$ cat config.mk
export PLATFORM = sky130hd
export DESIGN_NAME = fetch_unit_flat
export DESIGN_NICKNAME = d
export VERILOG_FILES = /design/src/rtl/fetch_unit_pkg.sv /design/src/rtl/fetch_unit_if.sv /design/src/rtl/fetch_skid_buf.sv /design/src/rtl/fetch_unit.sv /design/src/flat_wrapper.sv
export SDC_FILE = /design/constraint.sdc
export NUM_CORES = 1
export LEC_CHECK = 0
export CORE_MARGIN = 3
export CORE_UTILIZATION = 40
export CTS_CLUSTER_DIAMETER = 200
export DETAILED_ROUTE_END_ITERATION = 10
export PLACE_DENSITY_LB_ADDON = 0.12
export SYNTH_ARGS = -nofsm -noshare
export SYNTH_HDL_FRONTEND = slang
export SYNTH_SLANG_ARGS = --single-unit
$ cat constraint.sdc
create_clock -name clk -period 2.9 [get_ports clk]
set_input_delay 0.29 -clock clk [delete_from_list [all_inputs] [get_ports clk]]
set_output_delay 0.29 -clock clk [all_outputs]
set_load 0.01 [all_outputs]
$ cat src/rtl/fetch_unit_pkg.sv
// fetch_unit_pkg: word/field widths and FSM encoding shared by the fetch slice
package fetch_unit_pkg;
    localparam int WORD_W = 16;
    localparam int OPCODE_W = 4;
    localparam int FUNCT_W = 6;
    typedef logic [WORD_W-1:0] word_t;
    typedef enum logic [1:0] {IDLE = 2'd0, REQ = 2'd1, HOLD = 2'd2, HALTED = 2'd3} state_t;
endpackage

$ cat src/rtl/fetch_unit_if.sv
// fetch_unit_if: instruction-memory read channel between the fetch unit and memory
interface fetch_unit_if;
    import fetch_unit_pkg::*;
    logic i_readM;
    word_t i_address;
    word_t i_data;
    logic i_ready;
    modport master (output i_readM, i_address, input i_data, i_ready);
    modport slave (input i_readM, i_address, output i_data, i_ready);
endinterface

$ cat src/rtl/fetch_skid_buf.sv
// fetch_skid_buf: one-entry store for a word that returns while the IF/ID register is stalled
module fetch_skid_buf
    import fetch_unit_pkg::*;
(
    input  logic  clk,
    input  logic  reset_n,
    input  logic  load,
    input  logic  clear,
    input  word_t d_data,
    input  word_t d_pc,
    output word_t q_data,
    output word_t q_pc,
    output logic  q_valid
);
    always_ff @(posedge clk or negedge reset_n) begin
        if (!reset_n) begin
            q_data <= '0;
            q_pc <= '0;
            q_valid <= 1'b0;
        end else if (load) begin
            q_data <= d_data;
            q_pc <= d_pc;
            q_valid <= 1'b1;
        end else if (clear) begin
            q_valid <= 1'b0;
        end
    end
endmodule

$ cat src/rtl/fetch_unit.sv
// fetch_unit: single-outstanding instruction fetch with IF/ID register, skid entry, redirect and halt
module fetch_unit
    import fetch_unit_pkg::*;
(
    input  logic                clk,
    input  logic                reset_n,
    fetch_unit_if.master        mem,
    input  logic                stall,
    input  logic                redirect,
    input  word_t               redirect_pc,
    input  logic                halt,
    output logic                inst_valid,
    output word_t               instruction,
    output logic [OPCODE_W-1:0] opcode,
    output logic [FUNCT_W-1:0]  funct,
    output word_t               inst_pc,
    output word_t               next_pc
);
    state_t state, state_nx;
    word_t pc, skid_data, skid_pc;
    logic skid_valid, flush, stop, take, to_skid, to_out, pop;

    always_ff @(posedge clk or negedge reset_n) begin
        if (!reset_n)
            state <= IDLE;
        else
            state <= state_nx;
    end

    // HALTED is sticky; a redirect outranks halt because the HLT is on the wrong path
    always_comb begin
        state_nx = state == HALTED ? HALTED :
                   redirect        ? REQ :
                   halt            ? HALTED :
                   state == IDLE   ? REQ :
                   state == HOLD   ? (stall ? HOLD : REQ) :
                   to_skid         ? HOLD : REQ;
    end

    always_comb begin
        mem.i_readM = state == REQ;
        flush = state != HALTED && redirect;
        stop = state != HALTED && halt && !redirect;
        take = state == REQ && mem.i_ready && !redirect && !halt;
        to_skid = take && stall && inst_valid;
        to_out = take && !to_skid;
        pop = state == HOLD && skid_valid && !stall && !redirect && !halt;
    end

    assign mem.i_address = pc;

    fetch_skid_buf u_skid (
        .clk     (clk),
        .reset_n (reset_n),
        .load    (to_skid),
        .clear   (flush || stop || pop),
        .d_data  (mem.i_data),
        .d_pc    (pc),
        .q_data  (skid_data),
        .q_pc    (skid_pc),
        .q_valid (skid_valid)
    );

    // Without stall an unrefilled IF/ID slot becomes a bubble so no word issues twice
    always_ff @(posedge clk or negedge reset_n) begin
        if (!reset_n) begin
            pc <= '0;
            inst_valid <= 1'b0;
            instruction <= '0;
            inst_pc <= '0;
        end else begin
            pc <= flush ? redirect_pc : take ? pc + 1'b1 : pc;
            inst_valid <= (flush || stop) ? 1'b0 : (to_out || pop) ? 1'b1 : stall ? inst_valid : 1'b0;
            instruction <= to_out ? mem.i_data : pop ? skid_data : instruction;
            inst_pc <= to_out ? pc : pop ? skid_pc : inst_pc;
        end
    end

    assign next_pc = inst_pc + 1'b1;
    assign opcode = instruction[WORD_W-1 -: OPCODE_W];
    assign funct = instruction[FUNCT_W-1:0];
endmodule

$ cat src/flat_wrapper.sv
// flat-port wrapper written by rule: the top's interface ports become plain ports
module fetch_unit_flat import fetch_unit_pkg::*;
  (clk, reset_n, stall, redirect, redirect_pc, halt, inst_valid, instruction, opcode, funct, inst_pc, next_pc, mem_i_readM, mem_i_address, mem_i_data, mem_i_ready);
  fetch_unit_if mem_i ();
  input  logic clk;
  input  logic reset_n;
  input  logic stall;
  input  logic redirect;
  input  word_t redirect_pc;
  input  logic halt;
  output logic inst_valid;
  output word_t instruction;
  output logic [OPCODE_W-1:0] opcode;
  output logic [FUNCT_W-1:0] funct;
  output word_t inst_pc;
  output word_t next_pc;
  output wire logic [$bits(mem_i.i_readM)-1:0] mem_i_readM;
  output wire logic [$bits(mem_i.i_address)-1:0] mem_i_address;
  input wire logic [$bits(mem_i.i_data)-1:0] mem_i_data;
  input wire logic [$bits(mem_i.i_ready)-1:0] mem_i_ready;
  assign mem_i_readM = mem_i.i_readM;
  assign mem_i_address = mem_i.i_address;
  assign mem_i.i_data = mem_i_data;
  assign mem_i.i_ready = mem_i_ready;
  fetch_unit u_core (.clk(clk), .reset_n(reset_n), .mem(mem_i), .stall(stall), .redirect(redirect), .redirect_pc(redirect_pc), .halt(halt), .inst_valid(inst_valid), .instruction(instruction), .opcode(opcode), .funct(funct), .inst_pc(inst_pc), .next_pc(next_pc));
endmodule
==> results.json, run 1 <==
{
  "cts_sinks": 84,
  "hold_violations": 0,
  "p_leak_nw": 2.339,
  "synth_nets": 428,
  "worst-setup-path-type": "reg2out",
  "layout-drive-gt1-share": 0.1344,
  "finish.net_count": 526,
  "drcViolationCount": 0,
  "tightest_slew_ns": 1.036,
  "critPathSlowestCell": "clkdlybuf4s50_1",
  "hold_path_class": "in2async",
  "synth_flop_cell": "dfrtp_1",
  "fmax_ghz": 0.3774,
  "slew_viol_final": 0,
  "r2r_slack_ns": 0.78,
  "cp-end-kind": "primary output",
  "maxCapViolCount": 0,
  "numCtsBuffers": 9,
  "setup_viol": 0,
  "cts_tree": "done",
  "path_cells": "ha_1 > nand2_1 > or4_1 > xnor2_1 > clkdlybuf4s50_1",
  "p_per_area_mw_per_mm2": 894.2,
  "first_global_vias": 3148,
  "drt-total-wl_um": 10050,
  "utilization": 0.5566,
  "wire_per_inst_um": 16.10,
  "die_h_um": 107.4,
  "critical_path_peak_fanout": 7,
  "fin_worst_skew_ns": 0.01085,
  "netlist_instances": 388,
  "n_antenna_cell": 0,
  "drt_first_pass_iters": 4,
  "finalSetupTns_ns": 0,
  "fp.dieArea_mm2": 0.01154,
  "grt-ovfl-total": 0,
  "seq_area_frac_synth": 0.5109,
  "viasPerCell": 5.093,
  "cp.depth": 5,
  "synth.avg_cell_area_um2": 10.60,
  "first_iter_violations": 147,
  "crit_arrival_ns": 2.36,
  "io_buffers": 113,
  "worst_r2r_path_depth": 5,
  "grt_usage": 0.1797,
  "cp-start-kind": "flop",
  "worst_path_largest_cell_delay_ns": 0.55,
  "synthesis.area_mm2": 0.004114,
  "synth_warnings": 0,
  "grt_pass1_wl_um": 16200,
  "clk_latency_ns": 0.35,
  "synth_cell_type_count": 46,
  "ys_ff_latch": 84,
  "cts_root_buf": "clkbuf_8",
  "ir_drop_mv": 0.3757,
  "row_count": 36,
  "cts_hold_buf": 0,
  "grt_max_degree": 85,
  "gp_congestion": 0.8060,
  "status": "finished clean",
  "fin_crit_sh": 0.9136,
  "rsz0062_at_grt": "no",
  "die_x_um": 107.4,
  "worst-path-buf-inv": 1,
  "io_pins": 114,
  "synth_top_area_cell": "dfrtp_1",
  "final_antenna_net_count": 0,
  "synth_area_leaders": "dfrtp_1, mux2_2, a22oi_1",
  "required_ns": 2.61,
  "vias": 3178,
  "syn_to_final_growth_pct": 33.46,
  "synth.most_common_cell": "dfrtp_1",
  "period_minus_slack_ns": 2.650,
  "antenna_found_initial": 0,
  "start_util": 0.4170,
  "clockBufferDepth": 2,
  "cts_resized": 0,
  "synth_edf_count": 0,
  "synth.top_cell.area_share": 0.5109,
  "slew_headroom": 0.3096,
  "coreArea_mm2": 0.009864,
  "synthArstFlopShare": 1.000,
  "htreeDepth": 3,
  "cp_top_family": "simple AND/OR/NAND/NOR gates",
  "post_cts_buffers": 0,
  "clk_pin_slew_ns": 0.09,
  "dp_hpwl_um": 7070,
  "synthTopCellsByCount": "dfrtp_1, inv_1, a22oi_1, mux2_2, o21ai_0"
}
area by class of cell:
cell class / count / area, µm²
fillers: 881 / 4374
flip-flops and latches: 84 / 2102
multi-input cells: 234 / 1695
repair buffers: 119 / 1174
well taps: 133 / 166.4
clock buffers: 11 / 151.4
inverters: 38 / 142.6
clock inverters: 5 / 58.81
stage by stage:
stage                     setup slack (ns)  total power (W)  hold WS [ns]  std cells  area (µm²)
after detailed placement            0.6103         0.004102        0.4753        608        5280
after global placement              0.6532         0.004055        0.4685        608        5280
final                               0.2505         0.004909        0.1089        624        5490
after CTS                           0.2181         0.004986        0.1581        624        5490
after global routing               0.07369         0.005244        0.1758        624        5490
after floorplan                      1.024         0.002848     -0.005591        388        4114
sequential cells by signal, indices dropped and copies added (netlist names):
register               count
u_core.inst_valid          1
u_core.state               2
u_core.instruction        16
u_core.mem.i_address      16
u_core.u_skid.q_pc        16
u_core.u_skid.q_valid      1
u_core.u_skid.q_data      16
u_core.inst_pc            16
cell usage in the layout, fill, tap and decap left out, types with 2 or more instances in the layout:
cell type        count
a21oi_1              3
a22oi_1             31
a31oi_1              3
and3_1               3
buf_4                7
clkbuf_8            11
clkdlybuf4s50_1    112
clkinvlp_4           2
dfrtp_1             84
ha_1                 2
inv_1               38
mux2_2              31
mux2i_1              3
nand2_1             20
nand3_1             10
nand4_1              9
nor2_1              11
nor2b_1              2
nor3_1               9
nor4_1               4
nor4_4               2
o21ai_0             25
o21ai_1             19
or3_1                2
or4_1                2
xnor2_1             22
xor2_1               2
worst paths after layout:
kind | start | end
max | u_core.inst_pc[0]$_DFFE_PN0P_ | next_pc[12]
min | reset_n | u_core.instruction[2]$_DFFE_PN0P_
min in group clk | redirect_pc[5] | u_core.mem.i_address[5]$_DFFE_PN0P_
max in group asynchronous | reset_n | u_core.instruction[9]$_DFFE_PN0P_
max reg2reg | u_core.mem.i_address[0]$_DFFE_PN0P_ | u_core.mem.i_address[12]$_DFFE_PN0P_
min reg2reg | u_core.u_skid.q_data[11]$_DFFE_PN0P_ | u_core.u_skid.q_data[11]$_DFFE_PN0P_
report_power, final:
part	internal [W]	switching, W	leakage [nW]
Combinational	0.00123	0.000838	1.20
Sequential	0.00151	0.000461	1.04
Clock	0.000447	0.000419	0.102
Total	0.00319	0.00172	2.34
routing by layer:
| layer | global-route usage | vias up | share of wire |
|---|---|---|---|
| met5 | 0 | - | 0 |
| met4 | 0.04779 | 0 | 0.012 |
| met3 | 0.03659 | 11 | 0.057 |
| met2 | 0.2913 | 98 | 0.48 |
| met1 | 0.2464 | 1532 | 0.45 |
| li1 | - | 1537 | - |
cells by family after synthesis:
group           count (synthesis)  synth area share
buf+inv                        70           0.07695
xor+xnor                       24           0.05109
compound gates                 88            0.1332
simple gates                   85            0.1268
fa+ha+maj                       2          0.006082
mux                            35           0.09489
flops                          84            0.5109
Power figures use the tool's default switching activity.
==> inputs of run 2 (changes only) <==
CTS_BUF_LIST = sky130_fd_sc_hd__clkbuf_4 sky130_fd_sc_hd__clkbuf_8   (was default)
clock period = 3.4 ns   (was 2.9 ns; I/O delays follow)
==> results.json, run 2 (synthesis gave the netlist of run 1 again) <==
{
  "coreArea_mm2": 0.009864,
  "seqPwrFrac": 0.397,
  "critPathSlowestCell": "clkdlybuf4s50_1",
  "wire_per_inst_um": 15.65,
  "row_count": 36,
  "clk_pin_slew_ns": 0.09,
  "htreeDepth": 3,
  "finish.net_count": 526,
  "io_buffers": 113,
  "finalSetupTns_ns": 0,
  "power_frac_clock": 0.187,
  "worst_path_largest_cell_delay_ns": 0.55,
  "drcViolationCount": 0,
  "layout-drive-gt1-share": 0.1344,
  "final_common_cell": "clkdlybuf4s50_1",
  "antenna_found_initial": 0,
  "fp.dieArea_mm2": 0.01154,
  "hold_violations": 0,
  "first_iter_violations": 147,
  "numCtsBuffers": 9,
  "maxCapViolCount": 0,
  "n_antenna_cell": 0,
  "syn_to_final_growth_pct": 34.00,
  "worst-setup-path-type": "reg2out",
  "first_global_vias": 3160,
  "io_pins": 114,
  "clockBufferDepth": 2,
  "period_minus_slack_ns": 2.682,
  "tightest_slew_ns": 1.055,
  "final_cell_mix": "clkdlybuf4s50_1, dfrtp_1, inv_1, a22oi_1, mux2_2",
  "gp_congestion": 0.8118,
  "cp-end-kind": "primary output",
  "hold_path_class": "in2async",
  "drt_first_pass_iters": 4,
  "start_util": 0.4170,
  "slew_headroom": 0.2967,
  "crit_arrival_ns": 2.34,
  "cts_sinks": 84,
  "fmax_ghz": 0.3728,
  "cts_hold_buf": 0,
  "slew_viol_final": 0,
  "cts_root_buf": "clkbuf_8",
  "cp-start-kind": "flop",
  "switching_share": 0.3431,
  "fin_crit_sh": 0.7890,
  "die_h_um": 107.4,
  "grt-ovfl-total": 0,
  "viasPerCell": 5.035,
  "p_leak_nw": 2.354,
  "cts_resized": 0,
  "critical_path_peak_fanout": 7,
  "p_int_w": 0.002780,
  "clk_latency_ns": 0.34,
  "rsz0062_at_grt": "no",
  "cts_tree": "done",
  "vias": 3142,
  "power_w": 0.004232,
  "dp_hpwl_um": 6907,
  "ir_drop_mv": 0.3621,
  "post_cts_buffers": 0,
  "grt_max_degree": 85,
  "path_cells": "ha_1 > nand2_1 > or4_1 > xnor2_1 > clkdlybuf4s50_1",
  "required_ns": 3.06,
  "grt_usage": 0.1759,
  "p_sw_w": 0.001452,
  "p_per_area_mw_per_mm2": 767.7,
  "drt-total-wl_um": 9767,
  "combPwrFrac": 0.415,
  "setup_viol": 0,
  "die_x_um": 107.4,
  "grt_pass1_wl_um": 16170,
  "fin_worst_skew_ns": 0.01365,
  "status": "finished clean",
  "final_antenna_net_count": 0
}
-- run 2: worst max-delay path: cells and delay by family, from the launching register on --
kind	cells	cell delay [ns]
simple gates	2	0.59
xor+xnor	1	0.14
flops	1	0.47
fa+ha+maj	1	0.26
buf+inv	1	0.55
-- run 2: routing by layer --
layer  vias up  global-route usage  share of wire
met3         4             0.03359          0.045
met5         -                   0              0
met2        80              0.2752           0.46
li1       1548                   -              -
met1      1510              0.2550           0.48
met4         0             0.03877         0.0070
-- run 2: power groups by stage --
stage / combinational, W / sequential (W) / clock, W
finish: 0.00176 / 0.00168 / 0.000793
global route: 0.00192 / 0.00174 / 0.000851
CTS: 0.00179 / 0.00168 / 0.000810
detailed placement: 0.00178 / 0.00170 / 0
global placement: 0.00177 / 0.00169 / 0
floorplan: 0.000724 / 0.00171 / 0
-- run 2: final timing paths --
kind,end,slack [ns],cells after the start,from
min reg2reg,u_core.u_skid.q_data[11]$_DFFE_PN0P_,0.50,1,u_core.u_skid.q_data[11]$_DFFE_PN0P_
max in group asynchronous,u_core.instruction[11]$_DFFE_PN0P_,2.54,1,reset_n
max reg2reg,u_core.mem.i_address[12]$_DFFE_PN0P_,1.28,5,u_core.mem.i_address[0]$_DFFE_PN0P_
min,u_core.instruction[1]$_DFFE_PN0P_,0.17,1,reset_n
max,next_pc[12],0.72,5,u_core.inst_pc[0]$_DFFE_PN0P_
min in group clk,u_core.u_skid.q_data[11]$_DFFE_PN0P_,0.50,1,u_core.u_skid.q_data[11]$_DFFE_PN0P_
-- run 2: metrics by stage --
| stage | hold WS [ns] | util | instance area (µm²) | worst slack [ns] | std cells |
|---|---|---|---|---|---|
| finish | 0.1725 | 0.5589 | 5513 | 0.7175 | 624 |
| global placement | 0.4684 | 0.5365 | 5293 | 1.102 | 608 |
| floorplan | 0.04441 | - | 4114 | 1.524 | 388 |
| detailed placement | 0.4814 | 0.5365 | 5293 | 1.044 | 608 |
| CTS | 0.2242 | 0.5589 | 5513 | 0.6976 | 624 |
| global route | 0.2673 | 0.5589 | 5513 | 0.5414 | 624 |
-- run 2: cell type report --
type,count,area [µm²]
clock inverter,4,73.82
tap,133,166.4
fill,865,4352
timing repair buffer,119,1186
sequential,84,2102
multi-input combinational,234,1695
inverter,38,142.6
clock buffer,12,146.4
